<file path="config.mk">
export PLATFORM = sky130hd
export DESIGN_NAME = operand_fetch
export DESIGN_NICKNAME = d
export VERILOG_FILES = /design/src/rtl/riscv_pkg.sv /design/src/rtl/rv_imm_gen.sv /design/src/rtl/operand_fetch.sv
export SDC_FILE = /design/constraint.sdc
export NUM_CORES = 1
export LEC_CHECK = 0
export CORE_UTILIZATION = 25
export CTS_BUF_LIST = sky130_fd_sc_hd__clkbuf_8
export CTS_CLUSTER_SIZE = 30
export DETAILED_ROUTE_END_ITERATION = 8
export GPL_ROUTABILITY_DRIVEN = 1
export PLACE_DENSITY_LB_ADDON = 0.25
export SYNTH_ARGS = -nofsm -noshare
export SYNTH_HDL_FRONTEND = slang
export SYNTH_SLANG_ARGS = --single-unit
</file>
<file path="constraint.sdc">
create_clock -name clk -period 2.25 [get_ports clk]
set_input_delay 0.3375 -clock clk [delete_from_list [all_inputs] [get_ports clk]]
set_output_delay 0.3375 -clock clk [all_outputs]
set_load 0.005 [all_outputs]
</file>
<file path="src/rtl/riscv_pkg.sv">
// Shared riscv32 decode definitions: opcodes, immediate formats and a
// per-opcode control decode used by the front-end pipeline stages.
package riscv_pkg;

  localparam int REG_ADDR_W = 5;

  localparam logic [6:0] OPC_LUI    = 7'b0110111;
  localparam logic [6:0] OPC_AUIPC  = 7'b0010111;
  localparam logic [6:0] OPC_JAL    = 7'b1101111;
  localparam logic [6:0] OPC_JALR   = 7'b1100111;
  localparam logic [6:0] OPC_BRANCH = 7'b1100011;
  localparam logic [6:0] OPC_LOAD   = 7'b0000011;
  localparam logic [6:0] OPC_STORE  = 7'b0100011;
  localparam logic [6:0] OPC_OP_IMM = 7'b0010011;
  localparam logic [6:0] OPC_OP     = 7'b0110011;

  typedef enum logic [2:0] {
    FMT_R,
    FMT_I,
    FMT_S,
    FMT_B,
    FMT_U,
    FMT_J
  } imm_fmt_e;

  typedef struct packed {
    imm_fmt_e fmt;
    logic     uses_rs1;
    logic     uses_rs2;
    logic     has_rd;    // opcode writes rd (before the rd != 0 qualification)
    logic     illegal;
  } dec_ctrl_t;

  // Opcode-only control decode; unknown opcodes use no registers at all.
  function automatic dec_ctrl_t decode_ctrl(input logic [6:0] opcode);
    dec_ctrl_t c;
    c.fmt      = FMT_R;
    c.uses_rs1 = 1'b0;
    c.uses_rs2 = 1'b0;
    c.has_rd   = 1'b0;
    c.illegal  = 1'b0;
    case (opcode)
      OPC_LUI:    begin c.fmt = FMT_U; c.has_rd = 1'b1; end
      OPC_AUIPC:  begin c.fmt = FMT_U; c.has_rd = 1'b1; end
      OPC_JAL:    begin c.fmt = FMT_J; c.has_rd = 1'b1; end
      OPC_JALR:   begin c.fmt = FMT_I; c.uses_rs1 = 1'b1; c.has_rd = 1'b1; end
      OPC_BRANCH: begin c.fmt = FMT_B; c.uses_rs1 = 1'b1; c.uses_rs2 = 1'b1; end
      OPC_LOAD:   begin c.fmt = FMT_I; c.uses_rs1 = 1'b1; c.has_rd = 1'b1; end
      OPC_STORE:  begin c.fmt = FMT_S; c.uses_rs1 = 1'b1; c.uses_rs2 = 1'b1; end
      OPC_OP_IMM: begin c.fmt = FMT_I; c.uses_rs1 = 1'b1; c.has_rd = 1'b1; end
      OPC_OP:     begin
        c.fmt = FMT_R; c.uses_rs1 = 1'b1; c.uses_rs2 = 1'b1; c.has_rd = 1'b1;
      end
      default:    c.illegal = 1'b1;
    endcase
    return c;
  endfunction

endpackage

</file>
<file path="src/rtl/rv_imm_gen.sv">
// Immediate generator: extracts and sign-extends the immediate of a
// riscv32 instruction for the given format. Purely combinational.
module rv_imm_gen
  import riscv_pkg::*;
#(
  parameter int WIDTH = 32
) (
  input  logic [31:0]      instr,
  input  imm_fmt_e         fmt,
  output logic [WIDTH-1:0] imm
);

  logic [31:0] imm32;

  // Assemble the 32-bit immediate; bit 31 of the instruction is always the sign.
  always_comb begin
    imm32 = '0;
    case (fmt)
      FMT_I: imm32 = {{20{instr[31]}}, instr[31:20]};
      FMT_S: imm32 = {{20{instr[31]}}, instr[31:25], instr[11:7]};
      FMT_B: imm32 = {{19{instr[31]}}, instr[31], instr[7], instr[30:25],
                      instr[11:8], 1'b0};
      FMT_U: imm32 = {instr[31:12], 12'b0};
      FMT_J: imm32 = {{11{instr[31]}}, instr[31], instr[19:12], instr[20],
                      instr[30:21], 1'b0};
      default: imm32 = '0;
    endcase
  end

  assign imm = WIDTH'($signed(imm32));

endmodule

</file>
<file path="src/rtl/operand_fetch.sv">
// Decode / operand-fetch stage: decodes one instruction per cycle, reads
// the register file with writeback forwarding, stalls on RAW/WAW hazards
// via a busy scoreboard, and holds the result in a valid/ready register.
module operand_fetch
  import riscv_pkg::*;
#(
  parameter int WIDTH = 32
) (
  input  logic                  clk,
  input  logic                  reset,
  input  logic                  in_valid,
  output logic                  in_ready,
  input  logic [31:0]           in_instr,
  input  logic [WIDTH-1:0]      in_pc,
  output logic [REG_ADDR_W-1:0] rf_read1_location,
  output logic [REG_ADDR_W-1:0] rf_read2_location,
  input  logic [WIDTH-1:0]      rf_read1_data,
  input  logic [WIDTH-1:0]      rf_read2_data,
  input  logic                  wb_valid,
  input  logic [REG_ADDR_W-1:0] wb_location,
  input  logic [WIDTH-1:0]      wb_data,
  output logic                  out_valid,
  input  logic                  out_ready,
  output logic [WIDTH-1:0]      out_pc,
  output logic [WIDTH-1:0]      out_rs1_data,
  output logic [WIDTH-1:0]      out_rs2_data,
  output logic [WIDTH-1:0]      out_imm,
  output logic [6:0]            out_opcode,
  output logic [2:0]            out_funct3,
  output logic [6:0]            out_funct7,
  output logic [REG_ADDR_W-1:0] out_rd,
  output logic                  out_writes_rd,
  output logic                  out_illegal
);

  logic [REG_ADDR_W-1:0] rs1;
  logic [REG_ADDR_W-1:0] rs2;
  logic [REG_ADDR_W-1:0] rd;
  logic [6:0]            opcode;
  dec_ctrl_t             ctrl;
  logic                  writes_rd;
  logic [WIDTH-1:0]      imm;
  logic [WIDTH-1:0]      rs1_val;
  logic [WIDTH-1:0]      rs2_val;
  logic [31:0]           busy;
  logic [31:0]           busy_next;
  logic                  wb_hits_rs1;
  logic                  wb_hits_rs2;
  logic                  wb_hits_rd;
  logic                  hazard;
  logic                  accept;

  assign opcode    = in_instr[6:0];
  assign rd        = in_instr[11:7];
  assign rs1       = in_instr[19:15];
  assign rs2       = in_instr[24:20];
  assign ctrl      = decode_ctrl(opcode);
  assign writes_rd = ctrl.has_rd && (rd != '0);

  assign rf_read1_location = rs1;
  assign rf_read2_location = rs2;

  rv_imm_gen #(.WIDTH(WIDTH)) u_imm_gen (
    .instr (in_instr),
    .fmt   (ctrl.fmt),
    .imm   (imm)
  );

  assign wb_hits_rs1 = wb_valid && (wb_location == rs1);
  assign wb_hits_rs2 = wb_valid && (wb_location == rs2);
  assign wb_hits_rd  = wb_valid && (wb_location == rd);

  // Operand select: x0 reads zero, then same-cycle writeback, then register file.
  always_comb begin
    rs1_val = rf_read1_data;
    rs2_val = rf_read2_data;
    if (rs1 == '0)       rs1_val = '0;
    else if (wb_hits_rs1) rs1_val = wb_data;
    if (rs2 == '0)       rs2_val = '0;
    else if (wb_hits_rs2) rs2_val = wb_data;
  end

  // A busy register being written back this cycle no longer blocks issue.
  always_comb begin
    hazard = 1'b0;
    if (ctrl.uses_rs1 && busy[rs1] && !wb_hits_rs1) hazard = 1'b1;
    if (ctrl.uses_rs2 && busy[rs2] && !wb_hits_rs2) hazard = 1'b1;
    if (writes_rd && busy[rd] && !wb_hits_rd)       hazard = 1'b1;
  end

  assign in_ready = !reset && (!out_valid || out_ready) && !hazard;
  assign accept   = in_valid && in_ready;

  // Scoreboard update: writeback clears, issue sets; set is applied last so it wins.
  always_comb begin
    busy_next = busy;
    if (wb_valid)             busy_next[wb_location] = 1'b0;
    if (accept && writes_rd)  busy_next[rd]          = 1'b1;
    busy_next[0] = 1'b0;
  end

  // Scoreboard register.
  always_ff @(posedge clk) begin
    if (reset) busy <= '0;
    else       busy <= busy_next;
  end

  // Output register: loads on accept, drops valid when consumed, otherwise holds.
  always_ff @(posedge clk) begin
    if (reset) begin
      out_valid     <= 1'b0;
      out_pc        <= '0;
      out_rs1_data  <= '0;
      out_rs2_data  <= '0;
      out_imm       <= '0;
      out_opcode    <= '0;
      out_funct3    <= '0;
      out_funct7    <= '0;
      out_rd        <= '0;
      out_writes_rd <= 1'b0;
      out_illegal   <= 1'b0;
    end else if (accept) begin
      out_valid     <= 1'b1;
      out_pc        <= in_pc;
      out_rs1_data  <= rs1_val;
      out_rs2_data  <= rs2_val;
      out_imm       <= imm;
      out_opcode    <= opcode;
      out_funct3    <= in_instr[14:12];
      out_funct7    <= in_instr[31:25];
      out_rd        <= rd;
      out_writes_rd <= writes_rd;
      out_illegal   <= ctrl.illegal;
    end else if (out_valid && out_ready) begin
      out_valid     <= 1'b0;
    end
  end

endmodule

</file>
; ---- Word-level counts from Yosys, hierarchy flattened
; Cells that the tools add are included.
[op_classes]
mux = 27
n_reduce_logical = 34
n_eq_ne = 17
bitwise = 3
order_cmp = 6
[ops]
columns = operator, n
row1 = 32-bit two-way mux, 6
row2 = 32-bit one-hot mux with 5 select lines, 1
row3 = 32-bit bitwise AND, 1
row4 = 32-bit NOT, 1
row5 = 32-bit bitwise OR, 1
row6 = "5-bit by 6-bit < comparator with 1-bit output, second input constant", 4
row7 = "7-bit by 6-bit == test with 1-bit output, second input constant", 3
row8 = "7-bit == test, second input constant", 3
row9 = 1-bit logical AND, 17
row10 = 1-bit binary-select mux with 5-bit select, 3
row11 = 5-bit == test, 3
row12 = 3-bit one-hot mux with 5 select lines, 1
row13 = "7-bit by 5-bit == test with 1-bit output, second input constant", 2
row14 = 1-bit two-way mux, 14
row15 = 1-bit demux with 5-bit select, 2
row16 = "5-bit by 1-bit greater-or-equal comparator with 1-bit output, second input constant", 2
row17 = 5-bit logical NOT, 2
row18 = 9-bit OR reduction, 1
row19 = "7-bit by 2-bit == test with 1-bit output, second input constant", 1
row20 = 7-bit OR reduction, 1
row21 = "3-bit by 2-bit == test with 1-bit output, second input constant", 2
row22 = "3-bit == test, second input constant", 2
row23 = 1-bit logical NOT, 6
row24 = 3-bit OR reduction, 2
row25 = other kinds (6), 6
[totals]
inputBits = 170
output_inout_bits = 164
word_cells = 100
ff_bits = 185

; ---- Logic depth before layout (Yosys ltp)
[logic_depth]
word_depth = 13
ltp_mapped = 11
ltp_nobuf = 7

; ---- Cells and area by module
; Synthesis repeated with hierarchy kept, for this count alone.
[unflattened]
hier_cells = 1151
hier_area_um2 = 10095.9
[modules_own_cells]
columns = mod, cells_each, instances, seq_area_each_um2, area_per_inst_um2
row1 = operand_fetch, 1085, 1, 3683.5, 9705.6
row2 = rv_imm_gen, 66, 1, 0.0, 390.4

; ---- Worst setup path before layout
; Ideal clock, no wire load.
[synth_timing]
path_kind = input to register
from = input in_instr[6]
to = register out_funct3[2]
setup_ns = 0.121
slack_ns = -0.202
t_arrival_ns = 2.331
path_stages = 10
t_required_ns = 2.129
path_cell_list = buf_2 and3b_1 nand2_1 a211o_1 a311oi_1 a21boi_4 nand2_4 buf_12 buf_12 mux2_4
[synth_between]
elab_chain_len = 11
word_cells_on_any_way = 28
classes_between = 9 x eq/ne / 6 x mux / 13 x reduce/logical
[synth_rtl]
columns = item, line_no
row1 = start: declaration, operand_fetch.sv:13  ; input logic [31:0] in_instr,
row2 = 7-bit by 5-bit == test with 1-bit output (tied with other cells), riscv_pkg.sv:42  ; case (opcode)
row3 = 6-bit OR reduction (no line), --
row4 = 1-bit two-way mux, riscv_pkg.sv:42
row5 = 1-bit logical AND (2 in series), operand_fetch.sv:86  ; if (ctrl.uses_rs1 && busy[rs1] && !wb_hits_rs1) hazard = 1'b1;
row6 = 1-bit two-way mux, operand_fetch.sv:86
row7 = 1-bit two-way mux, operand_fetch.sv:87  ; if (ctrl.uses_rs2 && busy[rs2] && !wb_hits_rs2) hazard = 1'b1;
row8 = 1-bit two-way mux (*), operand_fetch.sv:88  ; if (writes_rd && busy[rd] && !wb_hits_rd) hazard = 1'b1;
row9 = 1-bit logical NOT (*), operand_fetch.sv:91  ; assign in_ready = !reset && (!out_valid || out_ready) && !hazard;
row10 = 1-bit logical AND (*), operand_fetch.sv:91
row11 = 1-bit logical AND (*), operand_fetch.sv:92  ; assign accept = in_valid && in_ready;
row12 = end signal: assignment, operand_fetch.sv:129  ; out_funct3 <= in_instr[14:12];
row13 = end: declaration, operand_fetch.sv:29  ; output logic [2:0] out_funct3,
; Mark *: on every way between the ends. The rest lies on a longest branch, timed or not.
; A chain may end at the register's enable or synchronous reset.

; ---- Worst setup path after layout
[layout_timing]
from = input in_instr[8]
to = output in_ready
[layout_between]
elab_chain_len = 7
word_cells_on_any_way = 12
classes_between = 1 x eq/ne / 3 x mux / 8 x reduce/logical
[layout_rtl]
columns = item, line_no
row1 = 1-bit binary-select mux with 5-bit select (tied with other cells), operand_fetch.sv:88
row2 = 1-bit two-way mux (not written as such) (tied with other cells), operand_fetch.sv:88
row3 = 1-bit logical AND / 1-bit logical NOT (equally long branches), operand_fetch.sv:88
row4 = 1-bit logical AND (*), operand_fetch.sv:88
row5 = 1-bit two-way mux (*), operand_fetch.sv:88
row6 = 1-bit logical NOT (*), operand_fetch.sv:91
row7 = 1-bit logical AND (*), operand_fetch.sv:91
row8 = end: declaration, operand_fetch.sv:12  ; output logic in_ready,
; Mark *: on every way between the ends. The rest lies on a longest branch, timed or not. The select of a mux whose other input is x is not followed.

==> run_results.csv <==
group,metric,value,unit
global_routing,grt-ovfl-total,0,
worst_setup_path,critPathKind,"in2out",
worst_setup_path,required,1.91,ns
place,numPortBuffers,333,
sta,fin_skew,0.0155,ns
yosys,synth_cell_type_count,62,
worst_setup_path,cp-startpoint,"in_instr[8]",
drt,drtAntennaViolNets,0,
place,place_ws,-1.39,ns
worst_setup_path,reg2reg_from,"busy[27]",
worst_setup_path,crit_arrival,2.55,ns
cells_and_area,nets,1665,
run_status,violations,"negative setup slack",
pwr,peakVddDrop,0.369,mV
yosys,yosysTopAreaCell,"dfxtp_1",
min_path,hp-start,"reset",
drt,drc,0,
worst_setup_path,r2r_cells,13,
yosys,synth_seq_cells,184,
cells_and_area,n_antenna_cell,0,
worst_setup_path,critPathLaunchType,"primary input",
cells_and_area,area_growth,55.6,%
min_path,hold_class,"in2reg",
sta,period_needed,2.89,ns
clocking,clk_latency,0.56,ns
clocking,root_buffer,"clkbuf_8",
pwr,finalPower,0.00791,W
yosys,ys_seq_area_frac,0.332,
clocking,htreeDepth,4,
sta,timing.hold.ws,0.189,ns
min_path,whs_endpoint,"out_valid",
die,dieArea,0.0453,sq mm
die,num_rows,76,
pwr,p_sw_frac,0.281,
run_status,status,"finished with violations",
job,maxCapViolations,0,
cells_and_area,multi_input_area,0.00691,sq mm
pwr,pwr_density_cell,458,mW/mm^2
clocking,cts_sinks,184,
drt,wl_per_cell,20.4,um
worst_setup_path,end_kind,"output port",
clocking,numCtsBuffers,17,
global_routing,grt_pass1_vias,9542,
yosys,synth.avg_cell_area,10.5,sq um
yosys,ys_warn_count,0,
pwr,p_int,0.00569,W
sta,setup_tns,-99.46,ns
sta,setup_slack,-0.641,ns
min_path,min_path_cells,3,
sta,hold_viol,0,
global_routing,grt_usage,0.180,
die,die_height,213,um
global_routing,grt_start_max_net_pins,102,
drt,dr.pass1.iters,4,
yosys,synth_edf_count,0,
drt,drt_iter0_drc,534,
worst_setup_path,cpPeakStageDelay,0.51,ns
drt,wirelength,42.7,mm
cells_and_area,nFillCells,4333,
drt,wl_met2,20.3,mm
worst_setup_path,worstPathCellList,"clkdlybuf4s50_1, buf_12, mux4_2, o22ai_1, a311oi_2, a21boi_4, nor4b_4, buf_2",
worst_setup_path,reg2reg_slack,-0.59,ns
yosys,synthCells,1054,
worst_setup_path,critPathSlowestCell,"clkdlybuf4s50_1",
pwr,seq_power_share,0.439,
die,core_region_area,0.0435,sq mm
yosys,yosysTopAreaCellShare,0.332,
yosys,synthFlopType,"dfxtp_1",
worst_setup_path,cp_max_fo,19,
yosys,synth_area,0.0111,sq mm
sta,drv_slew,0,
place,gp_congestion,0.823,
yosys,synth_most_common_cell,"dfxtp_1",
clocking,cts_tree,"yes",
yosys,syn_nets,1224,
drt,highest_layer,"met5",
sta,max_freq,0.346,GHz
cells_and_area,seq_area,0.00371,sq mm
pwr,comb_power_share,0.266,
worst_setup_path,critPathTopFamily,"buffers and inverters",
die,num_io_pins,334,
drt,wl_met3,2.74,mm
worst_setup_path,r2r-end,"out_imm[26]",
place,dpl.hpwl,30.1,mm
die,start_util,0.256,
yosys,synth_common_cells,"dfxtp_1, nor2b_1, mux2_4",
clocking,cts_buffer_depth,2,
cells_and_area,drive_gt1_frac,0.299,
drt,vias_per_cell,4.53,
pwr,leakage,7.11,nW
worst_setup_path,path_buf_inv,3,
yosys,synth_area_leaders,"dfxtp_1, mux2_4, nor2b_1",
sta,setup_viol,185,
sta,relSlewSlack,0.595,
drt,met1_length,18.7,mm
cells_and_area,fin_util,0.398,
sta,period_share,1.29,
global_routing,grt_pass1_wl,59.9,mm
clocking,path_clk_slew,0.09,ns
sta,rsz0062_at_grt,"true",
yosys,async_flop_share,0,
global_routing,grt_antenna_before_repair,2,
pwr,p_clk_frac,0.295,
pwr,p_switching,0.00222,W
sta,worstMarginPinSlew,0.608,ns
die,die_w,213,um
drt,vias,9453,
worst register-to-register path: stages (launching register included):
cell	delay, ns
dfxtp_4	0.37
mux2i_1	0.06
mux4_2	0.50
a221oi_4	0.30
o311ai_2	0.15
a21boi_4	0.17
buf_6	0.13
buf_6	0.10
buf_12	0.12
nand2_8	0.14
buf_6	0.13
buf_6	0.11
clkbuf_16	0.16
mux2_4	0.30
stage by stage:
| step | instances | instance area, sq um |
|---|---|---|
| after global routing | 2089 | 17300 |
| after floorplan | 1054 | 11200 |
| after detailed placement | 2010 | 15800 |
| after global placement | 2010 | 15800 |
| final | 2089 | 17300 |
| after CTS | 2049 | 16400 |
flip-flops by register name, indices dropped and copies added (netlist names):
register and count:
out_rs1_data 32, out_funct7 7, out_opcode 7, out_illegal 1, out_funct3 3, out_valid 1, out_rd 5, busy 31
out_imm 32, out_pc 32, out_writes_rd 1, out_rs2_data 32
worst max path at each step:
stage               cells after the start            end  slack [ns]
global placement                        8       in_ready       -1.41
finish                                  8       in_ready       -0.64
global route                            7       in_ready       -0.73
floorplan                              10  out_funct3[2]        -0.1
CTS                                     7       in_ready       -0.70
detailed placement                      8       in_ready       -1.39
kinds of logic (layout without fill, tap and decap cells):
kind of cell	after synthesis	count (layout)	share of synthesized area
AO/OA/AOI/OAI	108	108	0.0895
XOR/XNOR	15	15	0.0118
buffers and inverters	108	556	0.0668
flip-flops	184	184	0.332
multiplexers	253	253	0.304
AND/OR/NAND/NOR	386	388	0.196
area by class of cell:
cell class | instances | area share
clock buffers | 19 | 0.0151
clock inverters | 9 | 0.00608
inverters | 5 | 0.00109
multi-input cells | 764 | 0.400
flip-flops and latches | 184 | 0.215
well taps | 585 | 0.0423
repair buffers | 523 | 0.321
layer usage:
layer,vias to the layer above,GRT usage
li1,4565,-
met1,4576,0.222
met2,269,0.296
met3,41,0.0516
met4,2,0.0655
met5,-,0
power groups by stage:
stage	Sequential [W]	Combinational [W]	Clock [W]
final	0.00347	0.00210	0.00234
after CTS	0.00348	0.00193	0.00244
after floorplan	0.00356	0.000859	0
after global placement	0.00355	0.00185	0
after detailed placement	0.00355	0.00186	0
after global routing	0.00349	0.00222	0.00255
what timing repair did:
action,in CTS,in global routing
pin swaps,7,12
cloned,4,18
setup endpoints to repair,185,185
buffers inserted,8,25
gates resized for setup,28,83
hold buffers,0,0
cells in the final DEF (no fill, tap or decap), drive strengths merged, types with 3 or more instances in the layout:
master         Yosys  final
clkdlybuf4s50      0    326
and3               3      3
a211oi             4      4
and3b              3      3
nor2              79     79
nand2b            12     12
inv                5      8
mux2             153    153
clkbuf            52     32
nor3               6      6
o41ai             31     31
or3                3      3
xnor2              5      5
and2               3      3
mux2i             87     87
mux4              13     13
xor2              10     10
dlymetal6s2s       0      3
nand2             49     51
o21ai             21     21
o22ai              6      6
nor3b              7      7
nor2b            163    163
buf               51    179
nand3              9      9
dfxtp            184    184
nand3b            25     25
a21oi             26     26
or3b              11     11
No activity file was read; power rests on OpenSTA's default activity.
